[src/rtl/bit_scan_pkg.sv]
// Shared types and default sizing for the bit scan sequencer.
// Optional early exit is selected by BIT_SCAN_EARLY_EXIT_EN (see bit_scan_sequencer).
package bit_scan_pkg;

    localparam int unsigned DefaultWidth   = 12;
    localparam int unsigned DefaultScanLen = 10;

    typedef enum logic [1:0] {
        IDLE = 2'd0,
        SCAN = 2'd1,
        DONE = 2'd2
    } scan_state_e;

endpackage

[src/rtl/scan_idx_ctr.sv]
// Scan index counter: cleared on scan start, advances once per checked bit,
// flags the last scanned index.
module scan_idx_ctr
    import bit_scan_pkg::*;
#(
    parameter int unsigned IdxW     = 4,
    parameter int unsigned SCAN_LEN = DefaultScanLen
) (
    input  logic            clk,
    input  logic            rst_n,
    input  logic            clr_i,
    input  logic            en_i,
    output logic [IdxW-1:0] idx_o,
    output logic            last_o
);

    logic [IdxW-1:0] idx_q, idx_d;

    assign last_o = (idx_q == IdxW'(SCAN_LEN - 1));
    assign idx_o  = idx_q;

    always_comb begin
        idx_d = idx_q;
        if (clr_i) begin
            idx_d = '0;
        end else if (en_i) begin
            idx_d = last_o ? '0 : idx_q + IdxW'(1);
        end
    end

    always_ff @(posedge clk or negedge rst_n) begin
        if (!rst_n) begin
            idx_q <= '0;
        end else begin
            idx_q <= idx_d;
        end
    end

endmodule

[src/rtl/bit_scan_sequencer.sv]
// Sequential bit-by-bit AND check of two captured operands with failure mask/count.
// Define BIT_SCAN_EARLY_EXIT_EN to stop the scan at the first failing bit.
module bit_scan_sequencer
    import bit_scan_pkg::*;
#(
    parameter int unsigned WIDTH    = DefaultWidth,
    parameter int unsigned SCAN_LEN = DefaultScanLen
) (
    input  logic                       clk,
    input  logic                       rst_n,
    input  logic                       start,
    input  logic                       abort,
    input  logic [WIDTH-1:0]           foo,
    input  logic [WIDTH-1:0]           bar,
    output logic                       busy,
    output logic                       done,
    output logic [WIDTH-1:0]           fail_mask,
    output logic [$clog2(WIDTH+1)-1:0] fail_cnt,
    output logic                       first_fail_vld,
    output logic [$clog2(WIDTH)-1:0]   first_fail_idx
);

    localparam int unsigned IdxW = $clog2(WIDTH);
    localparam int unsigned CntW = $clog2(WIDTH + 1);

    scan_state_e     state_q, state_d;
    logic [WIDTH-1:0] foo_q, foo_d, bar_q, bar_d;
    logic [WIDTH-1:0] mask_q, mask_d;
    logic [CntW-1:0]  cnt_q, cnt_d;
    logic             ff_vld_q, ff_vld_d;
    logic [IdxW-1:0]  ff_idx_q, ff_idx_d;

    logic            ctr_clr, ctr_en, idx_last, bit_fail;
    logic [IdxW-1:0] idx;

    scan_idx_ctr #(
        .IdxW     (IdxW),
        .SCAN_LEN (SCAN_LEN)
    ) u_idx_ctr (
        .clk    (clk),
        .rst_n  (rst_n),
        .clr_i  (ctr_clr),
        .en_i   (ctr_en),
        .idx_o  (idx),
        .last_o (idx_last)
    );

    always_comb begin
        state_d  = state_q;
        foo_d    = foo_q;
        bar_d    = bar_q;
        mask_d   = mask_q;
        cnt_d    = cnt_q;
        ff_vld_d = ff_vld_q;
        ff_idx_d = ff_idx_q;
        ctr_clr  = 1'b0;
        ctr_en   = 1'b0;
        bit_fail = 1'b0;

        unique case (state_q)
            IDLE: begin
                // abort has priority over a simultaneous start
                if (start && !abort) begin
                    foo_d    = foo;
                    bar_d    = bar;
                    mask_d   = '0;
                    cnt_d    = '0;
                    ff_vld_d = 1'b0;
                    ff_idx_d = '0;
                    ctr_clr  = 1'b1;
                    state_d  = SCAN;
                end
            end
            SCAN: begin
                if (abort) begin
                    state_d = IDLE;
                end else begin
                    ctr_en   = 1'b1;
                    bit_fail = ~(foo_q[idx] & bar_q[idx]);
                    if (bit_fail) begin
                        mask_d[idx] = 1'b1;
                        cnt_d       = cnt_q + CntW'(1);
                        if (!ff_vld_q) begin
                            ff_vld_d = 1'b1;
                            ff_idx_d = idx;
                        end
                    end
                    if (idx_last) begin
                        state_d = DONE;
                    end
`ifdef BIT_SCAN_EARLY_EXIT_EN
                    if (bit_fail) begin
                        state_d = DONE;
                    end
`endif
                end
            end
            DONE: begin
                state_d = IDLE;
            end
            default: begin
                state_d = IDLE;
            end
        endcase
    end

    always_ff @(posedge clk or negedge rst_n) begin
        if (!rst_n) begin
            state_q  <= IDLE;
            foo_q    <= '0;
            bar_q    <= '0;
            mask_q   <= '0;
            cnt_q    <= '0;
            ff_vld_q <= 1'b0;
            ff_idx_q <= '0;
        end else begin
            state_q  <= state_d;
            foo_q    <= foo_d;
            bar_q    <= bar_d;
            mask_q   <= mask_d;
            cnt_q    <= cnt_d;
            ff_vld_q <= ff_vld_d;
            ff_idx_q <= ff_idx_d;
        end
    end

    assign busy           = (state_q != IDLE);
    assign done           = (state_q == DONE);
    assign fail_mask      = mask_q;
    assign fail_cnt       = cnt_q;
    assign first_fail_vld = ff_vld_q;
    assign first_fail_idx = ff_idx_q;

endmodule

[config.mk]
export PLATFORM = sky130hd
export DESIGN_NAME = bit_scan_sequencer
export DESIGN_NICKNAME = d
export VERILOG_FILES = /design/src/rtl/bit_scan_pkg.sv /design/src/rtl/scan_idx_ctr.sv /design/src/rtl/bit_scan_sequencer.sv
export SDC_FILE = /design/constraint.sdc
export NUM_CORES = 1
export LEC_CHECK = 0
export CAP_MARGIN = 20
export CORE_UTILIZATION = 45
export CTS_CLUSTER_SIZE = 24
export DETAILED_ROUTE_END_ITERATION = 16
export DONT_BUFFER_PORTS = 1
export REMOVE_ABC_BUFFERS = 1
export SYNTH_ARGS = -nofsm -noshare
export SYNTH_HDL_FRONTEND = slang
export SYNTH_SLANG_ARGS = --single-unit
[constraint.sdc]
create_clock -name clk -period 2.1 [get_ports clk]
set_input_delay 0.42 -clock clk [delete_from_list [all_inputs] [get_ports clk]]
set_output_delay 0.42 -clock clk [all_outputs]
set_load 0.01 [all_outputs]
==> results.tsv, run 1 <==
metric	value	unit
timing.rr.start	u_idx_ctr.idx_o[1]	
cts.sink_count	51	
max-clock-path-buffers	2	
setup_violations	0	
finalCoreUtilization	0.519	
ir_drop	0.443	mV
most_common_cell_in_the_synthesized_netlist	nand2_1	
floorplan.die.width	73.0	um
initialDrtViolationCount	130	
tritoncts.num_buffers	5	
design.die.area	0.00533	mm^2
drc	0	
worst_skew_pair.late_latency	0.30	ns
route.detailed.vias_per_inst	5.37	
drt-pass1-iter-count	4	
crit_path_top_delay_cell	dfrtp_1	
drive_gt1_frac	0.110	
io_buffer_count	0	
residual_overflow_from_global_routing	0	
run_status	completed	
timing.final.hold_violations	0	
cts_tree	built	
proportion_of_synthesized_area_in_mux_cells	0.00662	
worst_slew_pin_slew	0.839	ns
yosys_warnings	0	
post_synthesis_sequential_area_ratio	0.563	
grt_antenna_before_repair	0	
track_usage	0.191	
root_cell_of_the_clock_tree	clkbuf_8	
synth_simple_gate_area_share	0.247	
grt_pass1_wl	7580	um
n_antenna_cell	0	
gp_congestion	0.757	
htree_num_levels	2	
min_delay_path_depth	2	
synth.top_cells.by_area	dfrtp_1, nand2_1, a32o_1	
finalNetCount	265	
report.final.slew_viol_count	0	
rr_endpoint	fail_cnt[0]	
cts-resized-gates	0	
async_flop_share	1.00	
postCtsSetupRepairBufs	0	
dominantRegCellSynth	dfrtp_1	
placeableCoreArea	0.00479	mm^2
post-route-period-util	0.921	
ys_seq_elements	51	
path_class	reg2reg	
avgSynthCellArea	9.81	um^2
rsz_0062_raised_after_global_routing	no	
timing.hold.worst.class	in2reg	
core.rowCount	25	
fmax	517	MHz
timing.critical_path.slowest_cell_delay	0.43	ns
post-layout-total-power	2320	uW
cp_cell_instances	and3b_1 > a311o_1 > a41o_4 > o31a_1 > mux2_4	
synth_top_family_by_area	simple AND/OR/NAND/NOR gates	
netlist-cell-type-count	38	
post_synth_instance_area	0.00227	mm^2
synth_cells	231	
skew	0.00597	ns
cp-endpoint	fail_cnt[0]	
crit_path_start_kind	flop	
power_per_cell_area	932	mW/mm^2
timing.critical_path.arrival	2.13	ns
worst_setup_path_startpoint	u_idx_ctr.idx_o[1]	
cpLargestDelayFamily	compound AO/OA/AOI/OAI gates	
synth-edff-count	0	
synth_commonest_cells	nand2_1, dfrtp_1, nor2_1	
synthToLayoutAreaGrowth	9.66	%
synth-adder-area-share	0.00552	
yosys.area.top_type_share	0.563	
vias	1631	
worst-path-buf-inv	0	
maximum_number_of_pins_on_one_net_before_global_route_repair	52	
final_antenna_net_count	0	
final_area	0.00249	mm^2
synth_compound_gate_area_share	0.141	
synth_top_area_cell	dfrtp_1	
reg2reg_depth	5	
number_of_global_route_vias_before_repair	1570	
synth_xor_xnor_area_share	0.00773	
timing.slew.headroom	0.435	
drv.max_cap_violation_count	0	
design.portCount	51	
leakage	0.00119	uW
worstPathRequired	2.30	ns
hpwl	3110	um
critical_path_peak_fanout	6	
period_minus_slack	1.93	ns
area_of_placed_instances	0.00236	mm^2
end_kind	flop	
clk_transition_reported_paths	0.09	ns
vertical_extent_of_the_die	73.0	um
cts_hold_buffers	2	
detail_route.wl_per_cell	14.9	um
floorplan.initialDensity	0.474	
critical_path_depth	5	
postRouteWirelength	4530	um
setup.reg_to_reg.worst_slack	0.17	ns
kinds of logic after synthesis:
kind of cell,Yosys count
AOI/OAI and AO/OA,38
xor gates and xnor gates,2
adders and majority gates,1
buffers and inverters,16
DFF,51
muxes,1
and+or+nand+nor,122
power by group:
group | leakage (uW) | internal, uW | switching [uW]
clock network | 0.0000402 | 232 | 330
logic | 0.000487 | 196 | 265
registers | 0.000658 | 1140 | 149
metal layers:
metal	share of wire	wire length, um	global-route usage	vias up
li1	-	-	-	796
met1	0.47	2120	0.263	800
met2	0.48	2180	0.293	33
met3	0.044	199	0.0483	2
met4	0.0071	32	0.0654	0
met5	0	0	0	-
worst min path at each step:
stage	startpoint	end	slack, ns
floorplan	rst_n	bar_q[0]	0.12
global placement	rst_n	fail_cnt[3]	0.13
detailed placement	rst_n	fail_cnt[1]	0.13
CTS	foo[1]	foo_q[1]	0.20
global route	foo[1]	foo_q[1]	0.20
finish	foo[8]	foo_q[8]	0.22
metrics by stage:
step	setup WS, ns	instances	setup TNS, ns	hold WS [ns]
after floorplan	-0.138	220	-0.476	0.124
after global placement	0.206	294	0	0.125
after detailed placement	0.179	294	0	0.126
after CTS	0.156	304	0	0.203
after global routing	0.0617	304	0	0.196
final	0.165	304	0	0.216
state kept, by name (all words and copies together), names as in the netlist:
register,flops
foo_q,12
fail_mask,12
first_fail_idx,4
first_fail_vld,1
bar_q,12
fail_cnt,4
u_idx_ctr.idx_o,4
state_q,2
cell usage in the layout (no fill, tap or decap), types with 3 or more instances in the layout:
cell,netlist,final
nand3_1,4,4
buf_4,0,7
dfrtp_1,51,51
o22ai_1,4,4
inv_1,5,5
o21ai_0,7,7
a22o_1,6,6
nor2b_1,3,3
clkbuf_8,0,5
nor2_1,10,9
a32o_1,7,7
nand2b_1,3,3
nand2_1,89,89
final cells by class:
type | instances | area (um^2)
clock buffer | 5 | 68.8
clock inverter | 3 | 20.0
fill | 476 | 2300
inverter | 5 | 18.8
multi-input combinational | 164 | 928
sequential | 51 | 1280
tap | 67 | 83.8
timing repair buffer | 9 | 90.1
worst reg2reg max path: stages, from the launching register on:
cell and delay, ns:
dfrtp_1 0.43, and3b_1 0.19, a311o_1 0.33, a41o_4 0.33
o31a_1 0.29, mux2_4 0.26
No activity file was read; power rests on OpenSTA's default activity.
==> inputs of run 2 (changes only) <==
- ABC_AREA: default -> 1
- CTS_CLUSTER_DIAMETER: default -> 50
==> results.tsv, run 2 <==
metric	value	unit	change
run_status	completed		
worst_skew_pair.late_latency	0.30	ns	about the same
async_flop_share	1.00		unchanged
worst_path_most_repeated_cell	nand2_1		
reg2reg_depth	11		+6
grt_antenna_before_repair	0		unchanged
drt-pass1-iter-count	4		unchanged
avgSynthCellArea	7.61	um^2	-22%
crit_path_start_kind	flop		
number_of_global_route_vias_before_repair	1997		+27%
vias	2076		+27%
post_synthesis_sequential_area_ratio	0.513		-0.0504
synth_top_area_cell	dfrtp_1		
cts_tree	built		
grt_pass1_wl	9580	um	+27%
route.detailed.vias_per_inst	5.14		-4.2%
timing.rr.start	u_idx_ctr.idx_o[0]		
drv.max_cap_violation_count	0		unchanged
drive_gt1_frac	0.0719		-0.0378
drc	0		unchanged
final_antenna_net_count	0		unchanged
path_class	reg2reg		
vertical_extent_of_the_die	76.4	um	+4.7%
detail_route.wl_per_cell	14.0	um	-5.9%
most_common_cell_in_the_synthesized_netlist	nand2_1		
worstPathRequired	2.35	ns	+0.05 ns
cts.sink_count	51		unchanged
floorplan.die.width	76.4	um	+4.7%
leakage	0.00146	uW	+24%
timing.hold.worst.class	in2reg		
worst_slew_pin_slew	0.468	ns	-0.371 ns
netlist-cell-type-count	22		-42%
timing.final.ws_setup	0.330	ns	+0.164 ns
post_synth_instance_area	0.00249	mm^2	+9.8%
core.rowCount	26		+4.0%
synth.top_cells.by_area	dfrtp_1, nand2_1, nand4_1		
max-clock-path-buffers	2		unchanged
fmax	565	MHz	+9.3%
critical_path_peak_fanout	15		+9
ys_seq_elements	51		unchanged
cp_cell_instances	inv_2 > nand2_1 > nand2_1 > nand2_1 > nand2_1 > nand2_1 > nand3_2 > nand3_2 > nand3_1 > nand2_1 > nand2_1		
rsz_0062_raised_after_global_routing	no		
floorplan.initialDensity	0.478		+0.00464
post-layout-total-power	2580	uW	+11%
synth_commonest_cells	nand2_1, dfrtp_1, nor2_1		
preCtsSetupSlack	0.380	ns	+0.201 ns
period_minus_slack	1.77	ns	-0.164 ns
setup.reg_to_reg.worst_slack	0.33	ns	+0.16 ns
timing.final.hold_violations	0		unchanged
timing.critical_path.slowest_cell_delay	0.43	ns	about the same
crit_path_top_delay_cell	dfrtp_1		
setup_violations	0		unchanged
post-route-period-util	0.843		-0.0783
synth-edff-count	0		unchanged
hold_ws	0.221	ns	+0.00505 ns
end_kind	flop		
tritoncts.num_buffers	5		unchanged
final_cells	404		+33%
cp-endpoint	first_fail_idx[3]		
finalNetCount	362		+37%
design.die.area	0.00583	mm^2	+9.5%
placeableCoreArea	0.00520	mm^2	+8.8%
hpwl	3890	um	+25%
synthToLayoutAreaGrowth	8.89	%	
synth_cells	327		+42%
critical_path_depth	11		+6
worst_setup_path_startpoint	u_idx_ctr.idx_o[0]		
maximum_number_of_pins_on_one_net_before_global_route_repair	52		unchanged
mostFrequentLayoutCells	nand2_1, dfrtp_1, nor2_1		
rr_endpoint	first_fail_idx[3]		
htree_num_levels	2		unchanged
filler_cell_count	530		+11%
power_per_cell_area	952	mW/mm^2	+2.2%
gp_congestion	0.783		+3.4%
cpLargestDelayFamily	simple AND/OR/NAND/NOR gates		
worst-path-buf-inv	1		+1
postRouteWirelength	5660	um	+25%
skew	0.0107	ns	+0.00476 ns
n_antenna_cell	0		unchanged
timing.slew.headroom	0.685		+0.250
report.final.slew_viol_count	0		unchanged
io_buffer_count	0		unchanged
yosys.area.top_type_share	0.513		-0.0504
residual_overflow_from_global_routing	0		unchanged
yosys_warnings	0		unchanged
initialDrtViolationCount	93		-28%
postCtsSetupRepairBufs	0		unchanged
track_usage	0.209		+0.0190
design.portCount	51		unchanged
dominantRegCellSynth	dfrtp_1		
timing.critical_path.arrival	2.02	ns	-0.11 ns
root_cell_of_the_clock_tree	clkbuf_8		
clk_transition_reported_paths	0.09	ns	about the same
post-place-cells	394		+34%
ir_drop	0.386	mV	-13%
finalCoreUtilization	0.521		+0.00144
layout.cells.most_common	nand2_1		
==> run 2: cell count changes after synthesis, sizes merged, moves of 3 or more <==
cell / before / now
nand2b: 3 / 0
nor2b: 3 / 0
inv: 5 / 12
nor2: 10 / 24
a21oi: 2 / 11
a22o: 6 / 0
nand4: 2 / 16
nand3: 4 / 21
a32o: 7 / 0
nand2: 89 / 166
==> run 2: area by class of cell <==
| class | instances | area (um^2) | share of cell area |
|---|---|---|---|
| clock buffers | 7 | 76.3 | 0.0281 |
| clock inverters | 1 | 5.00 | 0.00185 |
| inverters | 13 | 48.8 | 0.0180 |
| multi-input cells | 250 | 1090 | 0.403 |
| flip-flops and latches | 51 | 1280 | 0.471 |
| well taps | 70 | 87.6 | 0.0323 |
| repair buffers | 12 | 125 | 0.0461 |
==> run 2: timing repair <==
action,4_1_cts,5_1_grt
hold buffers,2,0
resized for setup,0,0
endpoints found under the hold margin,51,0
==> run 2: worst min-delay path by stage <==
stage	startpoint	end	slack, ns	cells past startpoint
final	bar[11]	bar_q[11]	0.22	2
after global routing	bar[11]	bar_q[11]	0.21	2
after CTS	foo[10]	foo_q[10]	0.21	2
after detailed placement	rst_n	foo_q[4]	0.13	0
after global placement	rst_n	foo_q[4]	0.13	0
after floorplan	rst_n	bar_q[0]	0.12	0
==> run 2: layer usage <==
layer	routed length (um)	GRT usage
met5	0	0
met4	71	0.0731
met3	279	0.0563
met2	2490	0.309
met1	2820	0.296
==> run 2: power by group <==
part / internal [uW] / total, uW / switching, uW / leakage, uW
registers: 1150 / 1320 / 171 / 0.000666
clock network: 235 / 546 / 312 / 0.0000422
logic: 245 / 711 / 466 / 0.000756
==> run 2: logic make-up (layout without fill, tap and decap cells) <==
logic type,Yosys count,after routing,synth area share
and+or+nand+nor,227,227,0.383
DFF,51,51,0.513
buffers and inverters,26,33,0.0487
AOI/OAI and AO/OA,19,19,0.0402
xor gates and xnor gates,3,3,0.0106
adders and majority gates,1,1,0.00502
==> run 2: stage by stage <==
stage | area (um^2) | setup TNS, ns
after floorplan | 2420 | -8.88
after global placement | 2590 | 0
after detailed placement | 2590 | 0
after CTS | 2710 | 0
after global routing | 2710 | 0
final | 2710 | 0
==> inputs of run 3 (changes only) <==
- clock period: 2.1 -> 1.8 ns (I/O delays scaled with it)
==> results.tsv, run 3 (synthesis gave the netlist of run 2 again) <==
metric	value	unit	change
drt-pass1-iter-count	4		unchanged
period_minus_slack	1.67	ns	-0.104 ns
worst_slew_pin_slew	0.370	ns	-0.0980 ns
root_cell_of_the_clock_tree	clkbuf_8		
final_antenna_net_count	0		unchanged
crit_path_start_kind	flop		
post-place-cells	399		+1.3%
setup_violations	0		unchanged
clk_transition_reported_paths	0.10	ns	about the same
initialDrtViolationCount	143		+54%
vertical_extent_of_the_die	76.4	um	unchanged
critical_path_peak_fanout	11		-4
track_usage	0.214		+0.00489
end_kind	flop		
detail_route.wl_per_cell	14.3	um	+2.0%
hpwl	3950	um	+1.6%
max-clock-path-buffers	2		unchanged
finalCoreUtilization	0.530		+0.00914
timing.final.hold_violations	0		unchanged
grt_pass1_wl	9930	um	+3.6%
n_antenna_cell	0		unchanged
mostFrequentLayoutCells	nand2_1, dfrtp_1, nor2_1		
skew	0.00629	ns	-0.00444 ns
worst_skew_pair.late_latency	0.31	ns	about the same
area_of_placed_instances	0.00262	mm^2	+0.97%
tritoncts.num_buffers	5		unchanged
htree_num_levels	2		unchanged
rsz_0062_raised_after_global_routing	yes		
floorplan.initialDensity	0.478		unchanged
finalNetCount	368		+1.7%
drv.max_cap_violation_count	0		unchanged
run_status	completed		
floorplan.die.width	76.4	um	unchanged
fmax	600	MHz	+6.3%
cts.sink_count	51		unchanged
leakage	0.00149	uW	+1.6%
cts_tree	built		
final_cells	410		+1.5%
maximum_number_of_pins_on_one_net_before_global_route_repair	52		unchanged
layout.cells.most_common	nand2_1		
final_area	0.00276	mm^2	+1.8%
core.rowCount	26		unchanged
timing.hold.worst.class	in2reg		
drc	0		unchanged
timing.slew.headroom	0.753		+0.0686
gp_congestion	0.794		+1.4%
vias	2129		+2.6%
grt_antenna_before_repair	0		unchanged
post-layout-total-power	3090	uW	+20%
post-route-period-util	0.925		+0.0825
design.portCount	51		unchanged
route.detailed.vias_per_inst	5.19		+1.1%
timing.critical_path.arrival	1.87	ns	-0.15 ns
design.die.area	0.00583	mm^2	unchanged
worstPathRequired	2.01	ns	-0.34 ns
layout.area.seq	0.00128	mm^2	unchanged
number_of_global_route_vias_before_repair	2114		+5.9%
placeableCoreArea	0.00520	mm^2	unchanged
postRouteWirelength	5860	um	+3.6%
multi_input_gate_area	0.00110	mm^2	+0.92%
io_buffer_count	0		unchanged
drive_gt1_frac	0.0941		+0.0223
filler_cell_count	504		-4.9%
residual_overflow_from_global_routing	0		unchanged
ir_drop	0.572	mV	+48%
hold_ws	0.155	ns	-0.0660 ns
synthToLayoutAreaGrowth	10.8	%	
path_class	reg2reg		
power_per_cell_area	1120	mW/mm^2	+18%
report.final.slew_viol_count	0		unchanged
run 3: changes by cell type in the layout (fill, tap and decap cells not counted), sizes merged:
cell	delta
clkinv	+1
nand3	+1
buf	+5
clkinvlp	+1
clkbuf	-2
run 3: metrics by stage:
| stage | TNS (ns) | worst slack (ns) |
|---|---|---|
| floorplan | -18.33 | -0.652 |
| global placement | 0 | 0.172 |
| detailed placement | 0 | 0.164 |
| CTS | 0 | 0.135 |
| global route | -0.111 | -0.0183 |
| finish | 0 | 0.134 |
run 3: worst paths after layout:
check,startpoint,endpoint,slack (ns),cells past startpoint
worst max-delay path,u_idx_ctr.idx_o[0],fail_mask[10],0.13,11
worst min-delay path,foo[1],foo_q[1],0.15,2
worst max register to register,u_idx_ctr.idx_o[0],fail_mask[10],0.13,11
worst min register to register,bar_q[6],bar_q[6],0.49,2
max in group asynchronous,rst_n,first_fail_idx[0],1.03,2
min in group asynchronous,rst_n,bar_q[1],0.56,2
run 3: what timing repair did:
action | CTS | global route
hold endpoints to repair | 51 | 0
setup buffers | 0 | 0
setup endpoints to repair | 0 | 8
hold buffers | 2 | 0
resized for setup | 0 | 2
run 3: per-layer routing:
metal  vias up  GRT usage  part of all wire
li1       1070          -                 -
met1       990      0.296              0.49
met2        63      0.334              0.44
met3         6     0.0479             0.059
met4         0     0.0712             0.010
met5         -          0                 0
run 3: cell type report:
class / count / area share
Inverter: 13 / 0.0177
Clock inverter: 3 / 0.00907
Clock buffer: 5 / 0.0249
Multi-Input combinational cell: 251 / 0.400
Sequential cell: 51 / 0.463
Tap cell: 70 / 0.0317
Timing Repair Buffer: 17 / 0.0544
run 3: power breakdown:
part | total (uW) | switching (uW) | internal [uW]
clock network | 681 | 402 | 279
registers | 1550 | 200 | 1350
logic | 864 | 557 | 307
run 3: worst max-delay path, cell delays in order, from the launching register on:
cell,delay (ns)
dfrtp_1,0.45
buf_4,0.20
nand2_1,0.06
nand2_1,0.05
nand2_1,0.05
nand3_1,0.08
nand2_1,0.08
nand3_2,0.10
nand2_4,0.13
nand3_2,0.19
nand3_1,0.13
nand2_1,0.05
==> RTL edit 1, RTL diff (settings of run 1) <==
Set the package constant `DefaultWidth` to 18 (it was 12).
--- a/src/rtl/bit_scan_pkg.sv
+++ b/src/rtl/bit_scan_pkg.sv
@@ -4,3 +4,3 @@
 
-    localparam int unsigned DefaultWidth   = 12;
+    localparam int unsigned DefaultWidth   = 18;
     localparam int unsigned DefaultScanLen = 10;
Ports: changed (5 resized); port bits go from 51 to 71. No check against the original RTL was run, so the function may have changed too.
==> RTL edit 1 against run 1 <==
  * The flow now finishes with violations (setup timing)
  * Global-route usage grew 2.4 points
  * Count of clock-buffer cells in the layout grew 6
  * Design area grew 61%
  * Cell count grew 51%
  * Routed wire length grew 70%
  * Sequential cell count grew 21
  * Core utilization grew 3.1 points
  * Sequential power grew 36%
  * Hold slack lost 0.037 ns
  * Total power grew 59%
  * Critical path depth grew 3
  * Setup slack lost 0.25 ns
  * Synthesized area grew 49%
  * Critical endpoint is now fail_cnt[4]
  * Highest routed layer unchanged
==> RTL edit 1: results (changes against run 1) <==
- Sequential fraction of the synthesis area: 53.4% (-2.9 points)
- Multiplexer share of the synthesized area: 6.68% (+6.0 points)
- Via density: 5.43 (+1.3%)
- Outcome: complete, but fails checks
- Layout cells sized above 1: 19.1% (+8.1 points)
- Setup TNS: -0.738 ns (-0.738 ns)
- Pre-CTS WS: -0.130 ns (-0.308 ns)
- Top post-synthesis cells by count: 119 x nand2_1, 72 x dfrtp_1, 14 x a32o_1, 14 x nor2_1, 13 x clkbuf_1
- Synth Area in XOR/XNOR: 0.260% (-0.51 points)
- DR pass1 iterations: 5 (+1)
- Hold_ws: 0.179 ns (-0.0368 ns)
- Crit Reg-Reg Startpoint: u_idx_ctr.idx_o[0]
- GPL Wtd Cong: 0.771 (+1.8%)
- CP max stage cell: mux4_2
- H-tree levels: 3 (+1)
- Total of fill cells in the finished design: 670 (+41%)
- Final setup viols: 19 (+19)
- R2R depth: 8 (+3)
- Setup ws final: -0.0837 ns (-0.249 ns)
- Synth Area in Adders: 1.85% (+1.3 points)
- TritonCTS Buffers: 9 (+4)
- Least-Margin Pin Slew: 0.424 ns (-0.415 ns)
- Final WL: 7700 um (+70%)
- Clk Latency, worst-skew pair: 0.34 ns (+0.04 ns)
- CP arrival: 2.41 ns (+0.28 ns)
- Hold EP: bar_q[3]
- Max VDD drop: 431 uV (-2.6%)
- Synth cell types: 41 (+7.9%)
- Reg2reg end: fail_cnt[4]
- First-pass GRT wire length: 12500 um (+65%)
- Detail Placement HPWL: 5170 um (+66%)
- Largest cells by area after synthesis: dfrtp_1 53%, nand2_1 13%, a32o_1 4.2%
- Fin nets: 402 (+52%)
- Number of global-route vias before repair: 2551 (+62%)
- Mapped cell area: 3370 um^2 (+49%)
- Internal power: 0.00258 W (+64%)
- Largest fanout on the critical path: 5 (-1)
- Pin count of the biggest net entering global routing: 73 (+40%)
- Violated checks: setup timing
- CTS clock-pin slew for the worst setup and hold paths: 0.07 ns (-0.02 ns)
- DR iter-0 viols: 158 (+22%)
- Post-CTS Setup Bufs: 3 (+3)
- Hold path start: bar[3]
RTL edit 1: how the worst max path moves through the flow:
| stage | depth (start not counted) | startpoint | to |
|---|---|---|---|
| after global routing | 8 | u_idx_ctr.idx_o[0] | fail_cnt[4] |
| final | 8 | u_idx_ctr.idx_o[0] | fail_cnt[4] |
| after global placement | 6 | u_idx_ctr.idx_o[0] | first_fail_idx[3] |
| after detailed placement | 6 | u_idx_ctr.idx_o[0] | first_fail_idx[3] |
| after CTS | 8 | u_idx_ctr.idx_o[1] | fail_cnt[1] |
| after floorplan | 4 | state_q[0] | fail_mask[12] |
RTL edit 1: metal layers:
metal | global-route usage, % | wire, um | vias to the layer above
met5 | 0 | 0 | -
met4 | 8.94 | 99 | 0
met3 | 4.66 | 370 | 8
met2 | 33.1 | 3630 | 72
met1 | 29.4 | 3610 | 1225
li1 | - | - | 1194
RTL edit 1: power groups by stage:
stage          registers [W]  clock network (W)  logic [W]
3_3_place_gp         0.00177                  0   0.000704
5_1_grt              0.00178            0.00116   0.000964
3_5_place_dp         0.00177                  0   0.000717
2_1_floorplan        0.00177                  0   0.000439
4_1_cts              0.00175            0.00109   0.000831
6_report             0.00175            0.00106   0.000866
RTL edit 1: stage by stage:
step / area, um^2 / instances / power (W)
global route: 3990 / 460 / 0.00391
finish: 3990 / 460 / 0.00368
floorplan: 3260 / 314 / 0.00220
global placement: 3610 / 437 / 0.00247
CTS: 3920 / 458 / 0.00367
detailed placement: 3610 / 437 / 0.00249
RTL edit 1: cell type report:
type	count	share of cell area [%]
tap	99	3.10
inverter	7	0.658
clock buffer	11	3.54
sequential	72	45.1
timing repair buffer	32	8.93
clock inverter	4	1.13
multi-input combinational	235	37.5
==> RTL edit 2, RTL diff (settings of run 1) <==
Made on the original files. Re-encode `scan_state_e` (3 states) as one-hot, 3 bits wide.
--- a/src/rtl/bit_scan_pkg.sv
+++ b/src/rtl/bit_scan_pkg.sv
@@ -7,6 +7,6 @@
 
-    typedef enum logic [1:0] {
-        IDLE = 2'd0,
-        SCAN = 2'd1,
-        DONE = 2'd2
+    typedef enum logic [2:0] {
+        IDLE = 3'b001,
+        SCAN = 3'b010,
+        DONE = 3'b100
     } scan_state_e;
Function: no difference found for any inputs over 10 cycles, from zero or initial values and one cycle with rst_n low; not proved beyond that.
==> RTL edit 2 against run 1 <==
  * Total power fell by 5.9%
  * Clock skew is essentially flat
  * Largest power group unchanged
  * Non-clock buffer count grew 6
  * Clock power is 14% higher
  * Design area grew 11%
  * Synthesized area increased by 8.6%
  * Setup slack got worse by 0.14 ns
  * Routed wire length rose by 13%
  * Sequential cell count is 1 higher
==> RTL edit 2: results (changes against run 1) <==
- Met2 routed WL: 2250 um (+3.3%)
- Multiplexer share of the synthesized area: 5.28% (+4.6 points)
- Placed Cells: 314 (+6.8%)
- R2R depth: 7 (+2)
- Outcome: finished clean
- Met1 Track Usage GR: 27.5% (+1.2 points)
- Complex-gate fraction of the synthesized area: 13.7% (-0.46 points)
- CTS resizes: 4 (+4)
- Seq. pwr: 0.00119 W (-8%)
- Metal3 WL: 270 um (+36%)
- Sequential fraction of the synthesis area: 52.9% (-3.4 points)
- Number of global-route vias before repair: 1771 (+13%)
- CP arrival: 2.32 ns (+0.19 ns)
- Final std cells w/o fill: 322 (+5.9%)
- GPL Wtd Cong: 0.719 (-5.1%)
- Comb power frac: 15.8% (-4.1 points)
- Synth Area in XOR/XNOR: 0% (-0.77 points)
- Pin count of the biggest net entering global routing: 53 (+1.9%)
- Hold path start: bar[6]
- Post-Syn Instances: 247 (+6.9%)
- Reg2reg end: fail_mask[0]
- Leakage: 1.29 nW (+9.0%)
- Least-Margin Pin Slew: 0.745 ns (-0.0936 ns)
- First-pass GRT wire length: 8830 um (+16%)
- M1 wire length: 2490 um (+18%)
- Placed Area: 2580 um^2 (+9.4%)
- Pre-CTS WS: -0.100 ns (-0.279 ns)
- Largest cells by area after synthesis: dfrtp_1 52%, nand2_1 14%, o41ai_2 5.9%
- Detail Placement HPWL: 3610 um (+16%)
- GRT met3 Usage: 5.51% (+0.67 points)
- Synth Area in Adders: 0.508% (-0.044 points)
- Via count: 1744 (+6.9%)
- Fin nets: 282 (+6.4%)
- Setup ws final: 0.0224 ns (-0.143 ns)
- Met2 Use GR: 28.6% (-0.68 points)
- Max VDD drop: 302 uV (-32%)
-- RTL edit 2: cell types whose count changed after synthesis, sizes merged, moves of 4 or more --
| cell | run 1 | this run |
|---|---|---|
| o41ai | 1 | 9 |
| nand2b | 3 | 8 |
| clkbuf | 7 | 11 |
| o21ai | 7 | 13 |
| o22ai | 4 | 0 |
| mux4 | 0 | 4 |
| mux2i | 0 | 4 |
| a32o | 7 | 0 |
| a22o | 6 | 0 |
| nand2 | 89 | 94 |
| nor2 | 10 | 3 |
-- RTL edit 2: area by class of cell --
cell class                 count  area [um^2]
fill                         476         2420
multi-input combinational    175         1100
clock inverter                 1         30.0
inverter                       4         15.0
tap                           70         87.6
sequential                    52         1310
clock buffer                   5         68.8
timing repair buffer          15          148
-- RTL edit 2: worst max-delay path: stages (launching register included) --
cell      delay (ns)
dfrtp_2         0.49
mux4_2          0.53
nand2b_4        0.15
a22oi_2         0.22
o31ai_4         0.12
buf_12          0.17
nor4_4          0.20
o21a_1          0.13
